--- config.mk ---
export PLATFORM = sky130hd
export DESIGN_NAME = carbon_mcs_sync_gen
export DESIGN_NICKNAME = d
export VERILOG_FILES = /design/src/rtl/carbon_mcs_sync_gen_pkg.sv /design/src/rtl/carbon_cdc_sync.sv /design/src/rtl/carbon_mcs_sync_gen.sv
export SDC_FILE = /design/constraint.sdc
export NUM_CORES = 1
export LEC_CHECK = 0
export CAP_MARGIN = 25
export CORE_MARGIN = 4
export CORE_UTILIZATION = 54
export CTS_CLUSTER_DIAMETER = 80
export DETAILED_ROUTE_END_ITERATION = 12
export HOLD_SLACK_MARGIN = 0.15
export PLACE_DENSITY = 0.79
export SETUP_SLACK_MARGIN = 0.15
export SYNTH_ARGS = -nofsm -noshare
export SYNTH_HDL_FRONTEND = slang
export SYNTH_SLANG_ARGS = --single-unit
--- constraint.sdc ---
create_clock -name clk -period 2.2 [get_ports clk]
set_input_delay 0.44 -clock clk [delete_from_list [all_inputs] [get_ports clk]]
set_output_delay 0.44 -clock clk [all_outputs]
set_load 0.01 [all_outputs]
--- src/rtl/carbon_mcs_sync_gen_pkg.sv ---
// rtl/carbon_mcs_sync_gen_pkg.sv - shared types and constants for the MCS pulse generator
package carbon_mcs_sync_gen_pkg;

  typedef enum logic [1:0] {
    ST_IDLE  = 2'd0,
    ST_ARM   = 2'd1,
    ST_PULSE = 2'd2,
    ST_HOLD  = 2'd3
  } state_t;

  // EMIO bit positions used by system_top when splitting gpio_o/gpio_i
  localparam int GPIO_SYNC_BIT    = 51;
  localparam int GPIO_BUSY_BIT    = 46;
  localparam int GPIO_OVERRUN_BIT = 47;
  localparam int GPIO_COUNT_BASE  = 59;
  localparam int GPIO_COUNT_BITS  = 6;

  function automatic logic [7:0] load_cnt(input int cycles);
    return 8'(cycles - 1);
  endfunction

endpackage

--- src/rtl/carbon_cdc_sync.sv ---
// rtl/carbon_cdc_sync.sv - N-stage reset-to-0 single-bit synchronizer
module carbon_cdc_sync #(
  parameter int STAGES = 3
) (
  input  logic i_clk,
  input  logic i_rst,
  input  logic i_d,
  output logic o_q
);

  (* ASYNC_REG = "TRUE" *) logic [STAGES-1:0] r_chain;

  always_ff @(posedge i_clk or posedge i_rst) begin
    if (i_rst) r_chain <= '0;
    else       r_chain <= {r_chain[STAGES-2:0], i_d};
  end

  assign o_q = r_chain[STAGES-1];

endmodule

--- src/rtl/carbon_mcs_sync_gen.sv ---
// rtl/carbon_mcs_sync_gen.sv - AD9361 multi-chip-sync pulse generator
// Synchronizes the EMIO request, then delays, shapes and rate-limits the mcs_sync pulse.
module carbon_mcs_sync_gen
  import carbon_mcs_sync_gen_pkg::*;
#(
  parameter int SYNC_STAGES    = 3,
  parameter int DELAY_CYCLES   = 16,
  parameter int PULSE_CYCLES   = 4,
  parameter int HOLDOFF_CYCLES = 64,
  parameter int CNT_WIDTH      = 8
) (
  input  logic                 clk,
  input  logic                 rst,
  input  logic                 sync_req,
  input  logic                 overrun_clr,
  output logic                 mcs_sync,
  output logic                 busy,
  output logic [CNT_WIDTH-1:0] sync_count,
  output logic                 overrun
);

  localparam logic [7:0] LD_DELAY = load_cnt(DELAY_CYCLES);
  localparam logic [7:0] LD_PULSE = load_cnt(PULSE_CYCLES);
  localparam logic [7:0] LD_HOLD  = load_cnt(HOLDOFF_CYCLES);

  state_t               r_state, w_state_nxt;
  logic [7:0]           r_cnt, w_cnt_nxt;
  logic                 r_pending, w_pending_nxt;
  logic                 r_sync_d, r_mcs, r_overrun;
  logic [CNT_WIDTH-1:0] r_count;
  logic                 w_sync_s, w_rise, w_ovr_set, w_count_inc;

  carbon_cdc_sync #(.STAGES(SYNC_STAGES)) u_sync (
    .i_clk (clk),
    .i_rst (rst),
    .i_d   (sync_req),
    .o_q   (w_sync_s)
  );

  assign w_rise = w_sync_s & ~r_sync_d;

  always_comb begin
    w_state_nxt   = r_state;
    w_cnt_nxt     = r_cnt;
    w_pending_nxt = r_pending;
    w_ovr_set     = 1'b0;
    w_count_inc   = 1'b0;
    case (r_state)
      ST_IDLE: begin
        if (w_rise || r_pending) begin
          w_state_nxt   = ST_ARM;
          w_cnt_nxt     = LD_DELAY;
          // a fresh rise on the cycle a queued request is consumed becomes the new queued one
          w_pending_nxt = w_rise & r_pending;
        end
      end
      ST_ARM: begin
        if (r_cnt == 8'd0) begin
          w_state_nxt = ST_PULSE;
          w_cnt_nxt   = LD_PULSE;
          w_count_inc = 1'b1;
        end else begin
          w_cnt_nxt = r_cnt - 8'd1;
        end
      end
      ST_PULSE: begin
        if (r_cnt == 8'd0) begin
          w_state_nxt = ST_HOLD;
          w_cnt_nxt   = LD_HOLD;
        end else begin
          w_cnt_nxt = r_cnt - 8'd1;
        end
      end
      ST_HOLD: begin
        if (r_cnt == 8'd0) w_state_nxt = ST_IDLE;
        else               w_cnt_nxt   = r_cnt - 8'd1;
      end
      default: w_state_nxt = ST_IDLE;
    endcase
    if (r_state != ST_IDLE && w_rise) begin
      if (r_pending) w_ovr_set     = 1'b1;
      else           w_pending_nxt = 1'b1;
    end
  end

  always_ff @(posedge clk or posedge rst) begin
    if (rst) begin
      r_state   <= ST_IDLE;
      r_cnt     <= 8'd0;
      r_pending <= 1'b0;
      r_sync_d  <= 1'b0;
      r_mcs     <= 1'b0;
      r_overrun <= 1'b0;
      r_count   <= '0;
    end else begin
      r_state   <= w_state_nxt;
      r_cnt     <= w_cnt_nxt;
      r_pending <= w_pending_nxt;
      r_sync_d  <= w_sync_s;
      r_mcs     <= (w_state_nxt == ST_PULSE);
      if (w_ovr_set)        r_overrun <= 1'b1;
      else if (overrun_clr) r_overrun <= 1'b0;
      if (w_count_inc) r_count <= r_count + CNT_WIDTH'(1);
    end
  end

  assign mcs_sync   = r_mcs;
  assign busy       = (r_state != ST_IDLE) | r_pending;
  assign sync_count = r_count;
  assign overrun    = r_overrun;

endmodule
---- Word level (Yosys, flattened, before mapping) ----
Cells that the tools add are included.
word-level totals
  output and inout bits ................... 11
  word-level logic and storage cells ...... 47
  input port bits ......................... 4
  register bits after elaboration ......... 25
operators by class
  add/subtract/negate cells ............... 2
  eq/ne operators ......................... 6
  reduce and logical (&&, ||, !) cells .... 7
  bitwise logic cells ..................... 4
  muxes and demuxes ....................... 20
operator list
  kind                                              count
  2-to-1 mux 8 bit                                  4
  one-hot mux 8 bit (4 select lines)                1
  2-to-1 mux 1 bit                                  10
  adder 8 x 1 -> 8 bit, second input constant       1
  zero test 8 bit                                   1
  2-to-1 mux 2 bit                                  4
  one-hot mux 2 bit (4 select lines)                1
  subtractor 8 x 1 -> 8 bit, second input constant  1
  == test 2 bit, second input constant              3
  != test 2 bit, second input constant              2
  nonzero test 2 bit                                2
  bitwise AND 1 bit                                 2
  == test 2 x 1 -> 1 bit, second input constant     1
  zero test 2 bit                                   1
  AND reduction 2 bit                               1
  logical AND 1 bit                                 1
  logical OR 1 bit                                  1
  inverter 1 bit                                    1
  OR 1 bit                                          1

---- Longest topological paths before layout ----
Gate-level depths: netlist of the first run.
  depth after elaboration ................. 7
  mapped depth ............................ 7
  mapped depth without buffers ............ 6

---- Hierarchy ----
A second synthesis of the first run with hierarchy kept.
second synthesis, totals
  cell total of the unflattened synthesis .. 116
  area total of the unflattened synthesis .. 1206.2 um^2
modules (own cells, without submodules)
  module               instances  cells each  area an instance (um^2)  seq. area each (um^2)
  carbon_mcs_sync_gen  1          112         1127.3                   550.5
  carbon_cdc_sync      1          4           78.8                     75.1

---- Least setup slack after synthesis of the first run ----
OpenSTA, ideal clock, no wires.
  kind .................................... reg-to-reg
  start point ............................. register r_cnt[0]
  end point ............................... register r_count[1], in the netlist sync_count[1]
  buffers on the path ..................... 1
  clock period less this slack ............ 1770 ps
  setup time .............................. 125 ps
  setup slack ............................. 430 ps
  data arrival time ....................... 1645 ps
  data required time ...................... 2075 ps
  cell stages (with the launch flop) ...... 8
  cells stage by stage .................... dfrtp_1 > inv_1 > ha_1 > nor4b_4 > and3_1 > buf_4 > and2_4 > mux2_4
between the ends
  word-level cells in the longest chain between the ends .. 3
ends and longest elaborated chain
  what                      RTL line                    source
  start: declaration        carbon_mcs_sync_gen.sv:27   logic [7:0] r_cnt, w_cnt_nxt;
  start signal: assignment  carbon_mcs_sync_gen.sv:97   r_cnt <= w_cnt_nxt;
  zero test 8 bit           carbon_mcs_sync_gen.sv:58   if (r_cnt == 8'd0) begin
  2-to-1 mux 1 bit          carbon_mcs_sync_gen.sv:58
  2-to-1 mux 1 bit          carbon_mcs_sync_gen.sv:48   case (r_state)
  end signal: assignment    carbon_mcs_sync_gen.sv:103  if (w_count_inc) r_count <= r_count + CNT_WIDTH'(1);
  end: declaration          carbon_mcs_sync_gen.sv:30   logic [CNT_WIDTH-1:0] r_count;
Every way passes these cells.
A chain may end at the register's enable or synchronous reset.

---- Final worst setup path of the first run ----
  start point ............................. register r_state[1]
  end point ............................... output busy
between the ends
  word-level cells in the longest chain between the ends .. 2
ends and longest elaborated chain
  what                      RTL line                    source
  start: declaration        carbon_mcs_sync_gen.sv:26   state_t r_state, w_state_nxt;
  start signal: assignment  carbon_mcs_sync_gen.sv:96   r_state <= w_state_nxt;
  nonzero test 2 bit        carbon_mcs_sync_gen.sv:108  assign busy = (r_state != ST_IDLE) | r_pending;
  OR 1 bit                  carbon_mcs_sync_gen.sv:108
  end: declaration          carbon_mcs_sync_gen.sv:17   output logic busy,
Every way passes these cells.

==> impl_metrics.tcl, run 1 <==
set metrics [dict create \
    status "finished clean" \
    leakagePower_nw 0.6023 \
    yosysUniqueCellTypes 42 \
    io_buffer_count 14 \
    dieWidth_microns 56.19 \
    syn-cell-area_sq_um 1254 \
    worst-path-max-fanout 3 \
    avgSynthCellArea_sq_um 10.54 \
    ys_seq_area_share_pct 49.90 \
    antenna_cells 0 \
    cp-end-kind "primary output" \
    grt_pass1_wl_microns 4636 \
    htree_levels 1 \
    timing.rr.end "sync_count[1]$_DFFE_PP0P_" \
    fin_tns_setup_ns 0 \
    finalPower_mw 1.540 \
    setup-violations-final 0 \
    cts.clk_slew.worst_paths_ns 0.13 \
    synth_edf_count 0 \
    synthFlopType "dfrtp_1" \
    slew_violations 0 \
    cts_hold_buf 0 \
    ant_nets 0 \
    dp_hpwl_microns 1914 \
    cp.arrival_ns 1.53 \
    row_count 17 \
    area_growth_syn_to_layout_pct 17.96 \
    die_h_microns 56.19 \
    grt_overflow 0 \
    grt.total_usage_pct 18.77 \
    fin_cells 166 \
    syn_inst 119 \
    dieArea_sq_um 3157 \
    cts_max_path_buffers 2 \
    antenna_found_initial 0 \
    slew_headroom_pct 73.97 \
    placed_cells 160 \
    finalClockSkew_ns 0.001762 \
    start_kind "flip-flop" \
    ys_warn_count 0 \
    vdd_ir_drop_max_mv 0.8727 \
    drc 0 \
    fp.coreArea_sq_um 2212 \
    worstMarginPinSlew_ns 0.3892 \
    synthArstFlopShare_pct 100.0 \
    reg2reg_from "r_cnt[0]$_DFFE_PP0P_" \
    cts-root-buf "clkbuf_4" \
    grt_start_max_net_pins 26 \
    ff2ff_setup_slack_ns 0.27 \
    dr.first_iter.drc_count 29 \
    min_from "u_sync.r_chain[1]$_DFF_PP0_" \
    min_period_over_period_pct 89.73 \
    p_per_area_nw_per_um2 1041 \
    pre_cts_slack_ns 0.2036 \
    vias 966 \
    layout-drive-gt1-share_pct 11.59 \
    rsz0062_at_grt "no" \
    hold-path-cell-count 0 \
    gp_congestion 0.8880 \
    firstDrtPassIters 4 \
    cts_buffers 3 \
    min_period_ns 1.974 \
    wl_microns 2681 \
    syn_nets 126 \
    max_freq_mhz 506.6 \
    min_to "u_sync.r_chain[2]$_DFF_PP0_" \
    hold_viol 0 \
    reg2reg_depth 6 \
    worstSkewPairLatency_ns 0.32 \
    crit_type "flip-flop to primary output" \
    grt_pass1_vias 989 \
    fin_ws_ns 0.2260 \
    start_util_pct 56.67 \
    drv_cap 0 \
    cts_tree "done" \
    ioPinCount 15 \
    wire_per_inst_microns 16.15 \
    worstPathRequired_ns 1.76 \
    nNetsFinal 146 \
    via_per_inst 5.819 \
    synth-seq-cells 25 \
    hold_class "flip-flop to flip-flop" \
    cts.sink_count 25 \
]
-- critical path, stage by stage, from the launching register on --
cell and delay (ns):
dfrtp_1 0.41, nor3_2 0.22, inv_1 0.07, clkdlybuf4s50_1 0.51
-- worst max path at each step --
stage | startpoint | slack (ns) | endpoint
after detailed placement | r_cnt[0]$_DFFE_PP0P_ | 0.20 | sync_count[1]$_DFFE_PP0P_
after global routing | r_state[0]$_DFF_PP0_ | 0.16 | busy
after global placement | r_cnt[0]$_DFFE_PP0P_ | 0.36 | sync_count[1]$_DFFE_PP0P_
final | r_state[1]$_DFF_PP0_ | 0.23 | busy
after CTS | r_cnt[1]$_DFFE_PP0P_ | 0.19 | sync_count[1]$_DFFE_PP0P_
after floorplan | r_cnt[0]$_DFFE_PP0P_ | 0.43 | sync_count[1]$_DFFE_PP0P_
-- layout make-up --
class | instances | area (sq um)
Multi-Input combinational cell | 83 | 586.8
Sequential cell | 25 | 626.9
Fill cell | 184 | 733.2
Inverter | 7 | 26.28
Timing Repair Buffer | 19 | 177.7
Tap cell | 28 | 35.03
Clock buffer | 4 | 26.28
-- per-stage QoR --
step	hold slack, ns	utilization [%]	instance area (sq um)
5_1_grt	0.3884	66.86	1479
2_1_floorplan	0.3312	-	1254
4_1_cts	0.3669	66.12	1463
3_5_place_dp	0.3362	64.71	1431
3_3_place_gp	0.3351	64.71	1431
6_report	0.3643	66.86	1479
-- routing by layer --
| layer | part of all wire [%] | up-vias | global-route usage, % |
|---|---|---|---|
| li1 | - | 468 | - |
| met2 | 52 | 25 | 31.55 |
| met3 | 3.6 | 4 | 2.784 |
| met1 | 43 | 469 | 25.04 |
| met5 | 0 | - | 0 |
| met4 | 1.9 | 0 | 5.424 |
-- repair_timing --
item,4_1_cts,5_1_grt
gates resized for setup,1,1
setup buffers,0,2
gates cloned,0,0
endpoints found under the setup margin,1,6
-- where the power goes --
group | internal (mW) | leakage [nW] | switching, mW
Combinational | 0.297 | 0.278 | 0.276
Sequential | 0.579 | 0.309 | 0.178
Clock | 0.0711 | 0.0150 | 0.139
-- cell usage after synthesis, drive strengths merged, types with 3 or more instances --
cell type / instances / area share, %
dfrtp: 25 / 50
ha: 3 / 3.0
inv: 7 / 2.1
nand2: 10 / 3.0
nand3: 4 / 2.0
nor2: 3 / 0.90
nor2b: 4 / 2.0
nor3: 9 / 4.5
o21ai: 8 / 3.2
xnor2: 7 / 4.9
-- logic make-up after synthesis --
group | after synthesis | synth area share (%)
flops | 25 | 49.90
fa+ha+maj | 3 | 2.994
mux | 1 | 1.197
compound gates | 25 | 14.07
xor+xnor | 9 | 6.288
simple gates | 45 | 21.86
buf+inv | 11 | 3.693
-- flip-flops by register name (all words and copies together) (netlist names) --
register and flops:
mcs_sync 1, overrun 1, r_cnt 8, r_pending 1, r_state 2, r_sync_d 1
sync_count 8, u_sync.r_chain 3
-- placed cells by master, fill, tap and decap left out, types with 4 or more instances in the layout --
cell type	n
dfrtp_1	24
nor2b_1	4
clkdlybuf4s50_1	14
buf_4	5
nand2_1	10
o21ai_0	8
nor3_1	7
xnor2_1	7
inv_1	7
Power figures use the tool's default switching activity.
==> inputs of run 2 (changes only) <==
Settings changed: CORE_UTILIZATION 54 to 32, PLACE_DENSITY 0.79 to 0.52.
==> impl_metrics.tcl, run 2 (synthesized netlist as in run 1, its figures left out) <==
set metrics [dict create \
    wl_microns 2662 \
    cts.sink_count 25 \
    worstPathRequired_ns 2.35 \
    place_area_sq_um 1456 \
    cp_cell_sequence "inv_1 > ha_1 > nor4b_4 > and3_4 > and2_4 > mux2_4" \
    htree_levels 1 \
    dp_hpwl_microns 1880 \
    grt_pass1_vias 988 \
    worstMarginPinSlew_ns 0.4038 \
    layout-drive-gt1-share_pct 10.29 \
    cp_top_family "simple AND/OR/NAND/NOR gates" \
    multi_input_area_sq_um 591.8 \
    io_buffer_count 14 \
    design_area_sq_um 1511 \
    ant_nets 0 \
    worstSkewPairLatency_ns 0.26 \
    row_count 22 \
    min_period_ns 1.938 \
    fin_tns_setup_ns 0 \
    cp-end-kind "flip-flop" \
    via_per_inst 5.103 \
    crit_cells 6 \
    antenna_found_initial 0 \
    start_kind "flip-flop" \
    dr.first_iter.drc_count 53 \
    grt.total_usage_pct 11.73 \
    reg2reg_depth 6 \
    area_growth_syn_to_layout_pct 20.56 \
    slowest_stage "dfrtp_1" \
    wire_per_inst_microns 14.47 \
    setup-violations-final 0 \
    slew_violations 0 \
    min_period_over_period_pct 88.10 \
    start_util_pct 33.74 \
    crit_path_max_incr_delay_ns 0.44 \
    die_h_microns 70.59 \
    p_per_area_nw_per_um2 1044 \
    grt_overflow 0 \
    finalClockSkew_ns 0.004091 \
    ioPinCount 15 \
    hold_class "flip-flop to flip-flop" \
    cts_hold_buf 0 \
    fp.coreArea_sq_um 3716 \
    cts.clk_slew.worst_paths_ns 0.09 \
    antenna_cells 0 \
    cts_setup_buffers 0 \
    status "finished clean" \
    worst-path-max-fanout 7 \
    mostFrequentLayoutCell "dfrtp_1" \
    cp.arrival_ns 2.09 \
    cts_tree "done" \
    slew_headroom_pct 72.97 \
    dieWidth_microns 70.59 \
    max_freq_mhz 516.0 \
    mostFrequentLayoutCells "dfrtp_1 (25), clkdlybuf4s50_1 (14), nand2_1 (10)" \
    vias 939 \
    cts.repair.resized 0 \
    cts-root-buf "clkbuf_8" \
    drc 0 \
    fillers 395 \
    nNetsFinal 144 \
    rsz0062_at_grt "yes" \
    leakagePower_nw 0.5975 \
    regArea_sq_um 625.6 \
    gp_congestion 0.7964 \
    crit_type "flip-flop to flip-flop" \
    firstDrtPassIters 4 \
    dieArea_sq_um 4983 \
    cts_buffers 3 \
    cts_max_path_buffers 2 \
    grt_pass1_wl_microns 4767 \
    drv_cap 0 \
    grt_start_max_net_pins 26 \
    hold_viol 0 \
    hold-path-cell-count 0 \
    vdd_ir_drop_max_mv 0.4763 \
    path_buf_inv 1 \
]
==> run 2: final timing paths <==
kind | startpoint | to | slack, ns
max | r_cnt[0]$_DFFE_PP0P_ | sync_count[1]$_DFFE_PP0P_ | 0.26
min | u_sync.r_chain[1]$_DFF_PP0_ | u_sync.r_chain[2]$_DFF_PP0_ | 0.35
max reg2reg | r_cnt[0]$_DFFE_PP0P_ | sync_count[1]$_DFFE_PP0P_ | 0.26
min reg2reg | u_sync.r_chain[1]$_DFF_PP0_ | u_sync.r_chain[2]$_DFF_PP0_ | 0.35
max in group asynchronous | rst | r_cnt[2]$_DFFE_PP0P_ | 1.43
min in group asynchronous | rst | u_sync.r_chain[0]$_DFF_PP0_ | 0.53
==> run 2: metal layers <==
layer  vias to the layer above  routed length (microns)  track usage, %
met5                         -                        0               0
met1                       449                     1315           16.31
li1                        466                        -               -
met2                        18                     1218           18.09
met4                         0                       46           4.384
met3                         6                       81           2.415
==> run 2: area by class of cell <==
class | instances | share of cell area [%]
multi-input cells | 83 | 39.16
clock buffers | 4 | 2.980
well taps | 48 | 3.974
inverters | 7 | 1.738
flip-flops and latches | 25 | 41.39
repair buffers | 17 | 10.76
==> run 2: stage by stage <==
step,hold slack [ns],util [%],power (mW),std cells,worst slack (ns)
2_1_floorplan,0.3312,-,1.132,119,0.4299
3_3_place_gp,0.3328,39.19,1.293,180,0.3445
3_5_place_dp,0.3372,39.19,1.311,180,0.2294
4_1_cts,0.3569,40.40,1.585,184,0.2129
5_1_grt,0.3582,40.67,1.703,184,0.1345
6_report,0.3536,40.67,1.579,184,0.2619
==> run 2: worst reg2reg max path: cells and delay by family (launching register included) <==
family / cells / cell delay, ns
adders and majority gates: 1 / 0.16
buffers and inverters: 1 / 0.11
DFF: 1 / 0.44
muxes: 1 / 0.29
and+or+nand+nor: 3 / 0.83
==> run 2: power by group <==
group	internal, mW	switching, mW
Clock	0.129	0.138
Sequential	0.579	0.175
Combinational	0.286	0.272
